[src/rtl/spi_cursor_if.sv]
// Cursor-link bundle: raw SPI pins and vblank in, committed cursor
// position and frame status pulses out.
interface spi_cursor_if;
    logic        sclk;
    logic        sdi;
    logic        vblank;
    logic [15:0] xcursor;
    logic [15:0] ycursor;
    logic        frame_ok;
    logic        frame_err;
    logic        frame_drop;
    logic        busy;

    modport master (
        output sclk, sdi, vblank,
        input  xcursor, ycursor,
        input  frame_ok, frame_err, frame_drop, busy
    );

    modport slave (
        input  sclk, sdi, vblank,
        output xcursor, ycursor,
        output frame_ok, frame_err, frame_drop, busy
    );
endinterface

[src/rtl/spi_cursor_ctrl.sv]
// Receives 32-bit cursor words over a chip-select-less SPI link and
// commits clamped x/y to the VGA domain during vertical blanking.
module spi_cursor_ctrl #(
    parameter int H_MAX   = 640,
    parameter int V_MAX   = 480,
    parameter int TIMEOUT = 1024
) (
    input  logic         clk,
    input  logic         reset,
    spi_cursor_if.slave  bus
);
    localparam int TW = $clog2(TIMEOUT);
    localparam logic [TW-1:0] TOLIM = TW'(TIMEOUT - 1);
    localparam logic [15:0]   XLIM  = 16'(H_MAX);
    localparam logic [15:0]   YLIM  = 16'(V_MAX);

    localparam logic [0:0] S_IDLE  = 1'b0;
    localparam logic [0:0] S_SHIFT = 1'b1;

    logic s1, s2, s3;
    logic d1, d2;
    logic se;

    always_ff @(posedge clk or posedge reset) begin
        if (reset) begin
            s1 <= 1'b0;
            s2 <= 1'b0;
            s3 <= 1'b0;
            d1 <= 1'b0;
            d2 <= 1'b0;
        end else begin
            s1 <= bus.sclk;
            s2 <= s1;
            s3 <= s2;
            d1 <= bus.sdi;
            d2 <= d1;
        end
    end

    // Sample on the synchronized falling edge of sclk.
    assign se = s3 & ~s2;

    logic [0:0]    rstate;
    logic [5:0]    bitcnt;
    logic [TW-1:0] tocnt;
    logic [30:0]   shreg;
    logic [31:0]   word;
    logic          done;
    logic          err_q;

    assign word = {shreg, d2};
    assign done = (rstate == S_SHIFT) && se && (bitcnt == 6'd31);

    always_ff @(posedge clk or posedge reset) begin
        if (reset) begin
            rstate <= S_IDLE;
            bitcnt <= '0;
            tocnt  <= '0;
            shreg  <= '0;
            err_q  <= 1'b0;
        end else begin
            err_q <= 1'b0;
            case (rstate)
                S_IDLE: begin
                    bitcnt <= '0;
                    tocnt  <= '0;
                    if (se) begin
                        shreg  <= word[30:0];
                        bitcnt <= 6'd1;
                        rstate <= S_SHIFT;
                    end
                end
                S_SHIFT: begin
                    if (se) begin
                        shreg  <= word[30:0];
                        bitcnt <= bitcnt + 6'd1;
                        tocnt  <= '0;
                        if (bitcnt == 6'd31)
                            rstate <= S_IDLE;
                    end else if (tocnt == TOLIM) begin
                        // Lost framing: drop the partial word and resync.
                        err_q  <= 1'b1;
                        bitcnt <= '0;
                        tocnt  <= '0;
                        rstate <= S_IDLE;
                    end else begin
                        tocnt <= tocnt + TW'(1);
                    end
                end
                default: rstate <= S_IDLE;
            endcase
        end
    end

    logic [31:0] pend;
    logic        pend_v;
    logic        commit;
    logic [15:0] px, py;
    logic [15:0] xq, yq;
    logic        ok_q, drop_q;

    assign px     = pend[31:16];
    assign py     = pend[15:0];
    assign commit = pend_v && bus.vblank;

    // pend_v doubles as the commit state: 0 = EMPTY, 1 = PENDING.
    always_ff @(posedge clk or posedge reset) begin
        if (reset) begin
            pend   <= '0;
            pend_v <= 1'b0;
            xq     <= '0;
            yq     <= '0;
            ok_q   <= 1'b0;
            drop_q <= 1'b0;
        end else begin
            ok_q   <= 1'b0;
            drop_q <= 1'b0;
            if (commit) begin
                xq   <= (px >= XLIM) ? XLIM - 16'd1 : px;
                yq   <= (py >= YLIM) ? YLIM - 16'd1 : py;
                ok_q <= 1'b1;
            end
            if (done) begin
                pend   <= word;
                pend_v <= 1'b1;
                drop_q <= pend_v && !commit;
            end else if (commit) begin
                pend_v <= 1'b0;
            end
        end
    end

    assign bus.xcursor    = xq;
    assign bus.ycursor    = yq;
    assign bus.frame_ok   = ok_q;
    assign bus.frame_err  = err_q;
    assign bus.frame_drop = drop_q;
    assign bus.busy       = (rstate == S_SHIFT);
endmodule
[src/flat_wrapper.sv]
// flat-port wrapper written by rule: the top's interface ports become plain ports
module spi_cursor_ctrl_flat 
#(
    parameter int H_MAX   = 640,
    parameter int V_MAX   = 480,
    parameter int TIMEOUT = 1024
)
  (clk, reset, bus_sclk, bus_sdi, bus_vblank, bus_xcursor, bus_ycursor, bus_frame_ok, bus_frame_err, bus_frame_drop, bus_busy);
  spi_cursor_if bus_i ();
  input  logic clk;
  input  logic reset;
  input wire logic [$bits(bus_i.sclk)-1:0] bus_sclk;
  input wire logic [$bits(bus_i.sdi)-1:0] bus_sdi;
  input wire logic [$bits(bus_i.vblank)-1:0] bus_vblank;
  output wire logic [$bits(bus_i.xcursor)-1:0] bus_xcursor;
  output wire logic [$bits(bus_i.ycursor)-1:0] bus_ycursor;
  output wire logic [$bits(bus_i.frame_ok)-1:0] bus_frame_ok;
  output wire logic [$bits(bus_i.frame_err)-1:0] bus_frame_err;
  output wire logic [$bits(bus_i.frame_drop)-1:0] bus_frame_drop;
  output wire logic [$bits(bus_i.busy)-1:0] bus_busy;
  assign bus_i.sclk = bus_sclk;
  assign bus_i.sdi = bus_sdi;
  assign bus_i.vblank = bus_vblank;
  assign bus_xcursor = bus_i.xcursor;
  assign bus_ycursor = bus_i.ycursor;
  assign bus_frame_ok = bus_i.frame_ok;
  assign bus_frame_err = bus_i.frame_err;
  assign bus_frame_drop = bus_i.frame_drop;
  assign bus_busy = bus_i.busy;
  spi_cursor_ctrl #(.H_MAX(H_MAX), .V_MAX(V_MAX), .TIMEOUT(TIMEOUT)) u_core (.clk(clk), .reset(reset), .bus(bus_i));
endmodule
[config.mk]
export PLATFORM = sky130hd
export DESIGN_NAME = spi_cursor_ctrl_flat
export DESIGN_NICKNAME = d
export VERILOG_FILES = /design/src/rtl/spi_cursor_if.sv /design/src/rtl/spi_cursor_ctrl.sv /design/src/flat_wrapper.sv
export SDC_FILE = /design/constraint.sdc
export NUM_CORES = 1
export LEC_CHECK = 0
export BUFFER_PORTS_ARGS = -buffer_cell sky130_fd_sc_hd__buf_2
export CORE_MARGIN = 8
export CORE_UTILIZATION = 53
export CTS_CLUSTER_DIAMETER = 30
export DETAILED_ROUTE_END_ITERATION = 10
export PLACE_DENSITY = 0.77
export SYNTH_ARGS = -nofsm -noshare
export SYNTH_HDL_FRONTEND = slang
export SYNTH_SLANG_ARGS = --single-unit
[constraint.sdc]
create_clock -name clk -period 3.3 [get_ports clk]
set_input_delay 0.33 -clock clk [delete_from_list [all_inputs] [get_ports clk]]
set_output_delay 0.33 -clock clk [all_outputs]
set_load 0.01 [all_outputs]
==> flow_metrics.tcl, run 1 <==
set metrics [dict create \
    synth_xor_area_frac 0.0134 \
    placed_cells 521 \
    cts_setup_buffers 0 \
    routed_wirelength_um 8390 \
    cts.path.max_buffers 2 \
    dpl.hpwl_um 5070 \
    drv_slew 0 \
    antenna_cells 0 \
    num_vias 2927 \
    syn_area_um2 4560 \
    final_common_cell "dfrtp_1" \
    ant_nets 0 \
    fillers 660 \
    wl_met1_um 3630 \
    worstSetupPathType "register to register" \
    total_power_uw 3360 \
    leakage_uw 0.00288 \
    fin_crit_ns 1.97 \
    start_util 0.533 \
    dieArea_um2 11800 \
    gp_congestion 0.729 \
    wl_met2_um 4240 \
    fin_skew_ns 0.00965 \
    drtIter0Drc 135 \
    outcome "finished with violations" \
    fp.dieH_um 109 \
    final_cell_mix "dfrtp_1 (121), nand2_1 (105), buf_2 (40)" \
    clock-sinks 121 \
    synth_top_area_share 0.664 \
    multi_input_area_um2 1440 \
    regArea_um2 3030 \
    drc 0 \
    synth_compound_area_frac 0.0595 \
    core-area_um2 8550 \
    area_growth_pct 19.4 \
    tightest_slew_ns 0.723 \
    irDropWorstVdd_uv 408 \
    insertion_delay_ns 0.51 \
    synth.largest_area_cell "dfrtp_1" \
    post-route-period-util 0.598 \
    hold_class "primary input to async pin" \
    layout.nets 441 \
    cp_max_fo 35 \
    cts.clk_slew.worst_paths_ns 0.06 \
    pre_cts_ws_ns 1.34 \
    cts_tree "done" \
    synthSimpleGateAreaFrac 0.159 \
    overflow 0 \
    post_drt_wl_per_cell_um 15.1 \
    rsz0062_at_grt "no" \
    ctsResizeCount 0 \
    fmax_mhz 507 \
    worst_slack_ns 1.33 \
    io_pins 41 \
    avgSynthCellArea_um2 11.9 \
    io_buffer_count 40 \
    synth_mux_area_frac 0.0766 \
    num_rows 34 \
    tns_ns 0 \
    synth_cells 382 \
    synth_top_family_by_area "simple AND/OR/NAND/NOR gates" \
    setup_viol 0 \
    top_layer_used "met4" \
    grt_pass1_wl_um 14400 \
    met3_length_um 428 \
    numCtsBuffers 17 \
    holdWs_ns -0.0241 \
    htreeDepth 4 \
    ys_seq_area_frac 0.664 \
    synthesis.nets 389 \
    grtUsageTotal 0.156 \
    drive_gt1_frac 0.239 \
    routed_via_density 5.27 \
    relSlewSlack 0.516 \
    cap_violations 0 \
    firstDrtPassIters 4 \
    ys_warn_count 0 \
    synth_cell_type_count 34 \
    synth-adder-area-share 0.00549 \
    start_kind "register" \
    required_ns 3.69 \
    finalHoldViolations 13 \
    finalNonFillerCells 555 \
    violations "hold timing" \
    grt_pass1_vias 3075 \
    antenna_found_initial 0 \
    worstPathArrival_ns 2.37 \
    grt_max_degree 122 \
    ys_seq_elements 121 \
    clockRootBuffer "clkbuf_8" \
    synth.area.top_cells "dfrtp_1 (66%), nand2_1 (8.6%), mux2_2 (6.7%)" \
    cp-end-kind "register" \
    dieWidth_um 109 \
    p_per_area_nw_per_um2 617 \
]
-- cell families (layout without fill, tap and decap cells) --
family                   after synthesis  count (layout)
AND/OR/NAND/NOR                      162             162
flip-flops                           121             121
buffers and inverters                 20              85
XOR/XNOR                               7               7
multiplexers                          31              31
adder cells (fa/ha/maj)                2               2
AO/OA/AOI/OAI                         39              39
-- per-stage QoR --
step,util,area (µm²)
after floorplan,-,4560
after global placement,0.570,4880
after detailed placement,0.570,4880
after CTS,0.637,5440
after global routing,0.637,5440
final,0.637,5440
-- critical path, stage by stage, from the launching register on --
cell     delay, ns
dfrtp_1       0.40
ha_1          0.24
nand3_2       0.15
nor4_4        0.23
buf_4         0.43
mux2_2        0.40
-- path summary, 6_finish.rpt --
| kind | slack (ns) | end | startpoint | cells after the start |
|---|---|---|---|---|
| max | 1.33 | u_core.pend[13] | u_core.bitcnt[0] | 5 |
| min | -0.02 | u_core.shreg[24] | reset | 3 |
| max reg2reg | 1.33 | u_core.pend[13] | u_core.bitcnt[0] | 5 |
| min reg2reg | 0.35 | u_core.s2 | u_core.s1 | 0 |
| max in group asynchronous | 2.85 | u_core.pend[3] | reset | 3 |
| min in group clk | 0.13 | u_core.pend_v | bus_vblank | 3 |
-- cells in the mapped netlist --
master and instances:
a31oi_1 2, buf_6 3, nor2_1 17, nor3_1 3, xor2_1 4, nand4b_1 1, or4_1 1, and2_1 14
clkbuf_1 10, nand4_1 1, a21o_1 1, ha_1 2, a21oi_1 6, dfrtp_1 121, o22a_1 15, nor2b_1 2
a41o_1 1, mux2_1 4, nor4_1 3, nand3_1 6, mux2_2 27, inv_1 5, and3_1 4, and4_1 2
clkinv_1 1, xnor2_1 3, a22o_1 2, nand2b_2 1, nand2_1 105, nand3_2 1, o21ai_0 11, a22oi_1 1
buf_1 1, nor4_4 1
-- registers in the layout, indices dropped and copies added, names as in the netlist, 6 cells and up --
name,cells
u_core.shreg,31
u_core.tocnt,10
u_core.bus.xcursor,16
u_core.bitcnt,6
u_core.bus.ycursor,16
u_core.pend,32
-- layer usage --
layer / GRT usage / vias to the layer above
li1: - / 1387
met4: 0.0665 / 0
met1: 0.188 / 1476
met2: 0.252 / 51
met5: 0 / -
met3: 0.0544 / 13
-- power breakdown --
part           total, µW  switching [µW]  leakage, µW  internal [µW]
registers           1580            41.2      0.00166           1530
logic                117            82.9     0.000966           33.7
clock network       1670             636     0.000252           1030
-- timing repair --
action | 4_1_cts | 5_1_grt
endpoints found under the setup margin | 0 | 0
hold endpoints to repair | 2 | 0
hold buffers | 2 | 0
-- area by class of cell --
cell class | count | share of cell area
timing repair buffer | 47 | 0.0496
inverter | 6 | 0.00483
sequential | 121 | 0.556
tap | 108 | 0.0248
multi-input combinational | 241 | 0.264
clock buffer | 21 | 0.0825
clock inverter | 11 | 0.0182
No activity file was read; power rests on OpenSTA's default activity.
==> run 2: changes to the inputs <==
Clock period 3.3 ns to 1.8 ns, I/O delays scaled along.
==> flow_metrics.tcl, run 2 (synthesis gave the netlist of run 1 again) <==
set metrics [dict create \
    outcome "complete, no violations" \
    wl_met1_um 3640 \
    antenna_found_initial 0 \
    core-area_um2 8550 \
    drtIter0Drc 210 \
    routed_via_density 5.23 \
    reg2reg_from "u_core.bitcnt[1]" \
    total_power_uw 6710 \
    fp.dieH_um 109 \
    worst-path-stages 5 \
    num_rows 34 \
    worstSetupPathType "register to register" \
    pre_cts_ws_ns 0.0190 \
    cp_slowest_cell "dfrtp_1" \
    max_stage_delay_ns 0.44 \
    fin_crit_ns 1.69 \
    grt_pass1_wl_um 14600 \
    insertion_delay_ns 0.52 \
    holdWs_ns 0.168 \
    firstDrtPassIters 4 \
    overflow 0 \
    grtUsageTotal 0.160 \
    largest_reg_flops 32 \
    gp_congestion 0.772 \
    start_kind "register" \
    final_common_cell "dfrtp_1" \
    cp-end-kind "register" \
    tns_ns 0 \
    p_per_area_nw_per_um2 1190 \
    cts_setup_buffers 0 \
    final_cell_mix "dfrtp_1 (121), nand2_1 (105), buf_2 (40)" \
    clock-sinks 121 \
    cts.path.max_buffers 2 \
    fmax_mhz 591 \
    post_drt_wl_per_cell_um 15.2 \
    met3_length_um 518 \
    num_vias 2931 \
    top_layer_used "met4" \
    setup_viol 0 \
    wl_met2_um 4250 \
    cp_num_buf_inv 1 \
    regMostFlops "u_core.pend" \
    io_pins 41 \
    irDropWorstVdd_uv 670 \
    crit_family "flip-flops" \
    cts.clk_slew.worst_paths_ns 0.06 \
    area_growth_pct 23.4 \
    drive_gt1_frac 0.252 \
    dpl.hpwl_um 5180 \
    clockRootBuffer "clkbuf_8" \
    rrSetupSlack_ns 0.11 \
    numCtsBuffers 17 \
    worst_slack_ns 0.107 \
    leakage_uw 0.00297 \
    cts_tree "done" \
    cp_max_fo 35 \
    antenna_cells 0 \
    grt_max_degree 62 \
    critical_path.cell_chain "ha_4 > nand3_2 > nor4_4 > buf_12 > mux2_2" \
    finalHoldViolations 0 \
    tightest_slew_ns 0.415 \
    fin_skew_ns 0.00782 \
    relSlewSlack 0.723 \
    startpoint "u_core.bitcnt[1]" \
    required_ns 2.20 \
    htreeDepth 4 \
    start_util 0.533 \
    reg2reg_depth 5 \
    dieArea_um2 11800 \
    rsz0062_at_grt "no" \
    grt_pass1_vias 3017 \
    timing.rr.end "u_core.pend[12]" \
    top_regs "u_core.pend x32, u_core.shreg x31" \
    hold_class "primary input to async pin" \
    worstPathArrival_ns 2.09 \
    io_buffer_count 40 \
    post-route-period-util 0.941 \
    critPathCapture "u_core.pend[12]" \
    layout.nets 447 \
    routed_wirelength_um 8490 \
    drc 0 \
    dieWidth_um 109 \
    drv_slew 0 \
    ant_nets 0 \
    cap_violations 0 \
]
-- run 2: final cells by class --
class                           instances  area, µm²
Clock buffer                           19        432
Clock inverter                         12        198
Fill cell                             588       2930
Inverter                                6       26.3
Multi-Input combinational cell        241       1460
Sequential cell                       121       3030
Tap cell                              108        135
Timing Repair Buffer                   53        345
-- run 2: worst min-delay path: cells and delay by family --
family                 cells  cell delay [ns]
buffers and inverters      3             0.89
-- run 2: where the power goes --
part	internal (µW)	total [µW]	leakage, µW	switching (µW)
clock	2410	3600	0.000304	1190
combinational	74.9	226	0.00100	151
sequential	2810	2890	0.00166	76.7
total	5300	6710	0.00297	1410
-- run 2: worst min-delay path by stage --
stage | startpoint | slack (ns) | to | depth (start not counted)
6_report | reset | 0.17 | u_core.bus.busy | 3
5_1_grt | reset | 0.20 | u_core.bitcnt[0] | 3
4_1_cts | reset | 0.17 | u_core.bitcnt[0] | 3
3_5_place_dp | reset | 0.17 | u_core.bitcnt[1] | 2
3_3_place_gp | reset | 0.17 | u_core.bitcnt[0] | 2
2_1_floorplan | bus_sdi | 0.21 | u_core.d1 | 0
-- run 2: repair_timing --
item                                    4_1_cts  5_1_grt
endpoints found under the setup margin        1       42
gates resized for setup                       0        4
cloned                                        0        0
pin swaps                                     1        0
hold buffers                                  4        0
endpoints found under the hold margin       125        0
-- run 2: through the flow --
step                      instance area, µm²  cells  utilization
after floorplan                         4560    382            -
after global placement                  4930    525        0.577
after detailed placement                4930    525        0.577
after CTS                               5600    560        0.655
after global routing                    5630    560        0.658
final                                   5630    560        0.658
-- run 2: layer usage --
metal	GRT usage	vias up
met4	0.0626	0
li1	-	1396
met1	0.192	1448
met3	0.0615	7
met2	0.257	80
met5	0	-
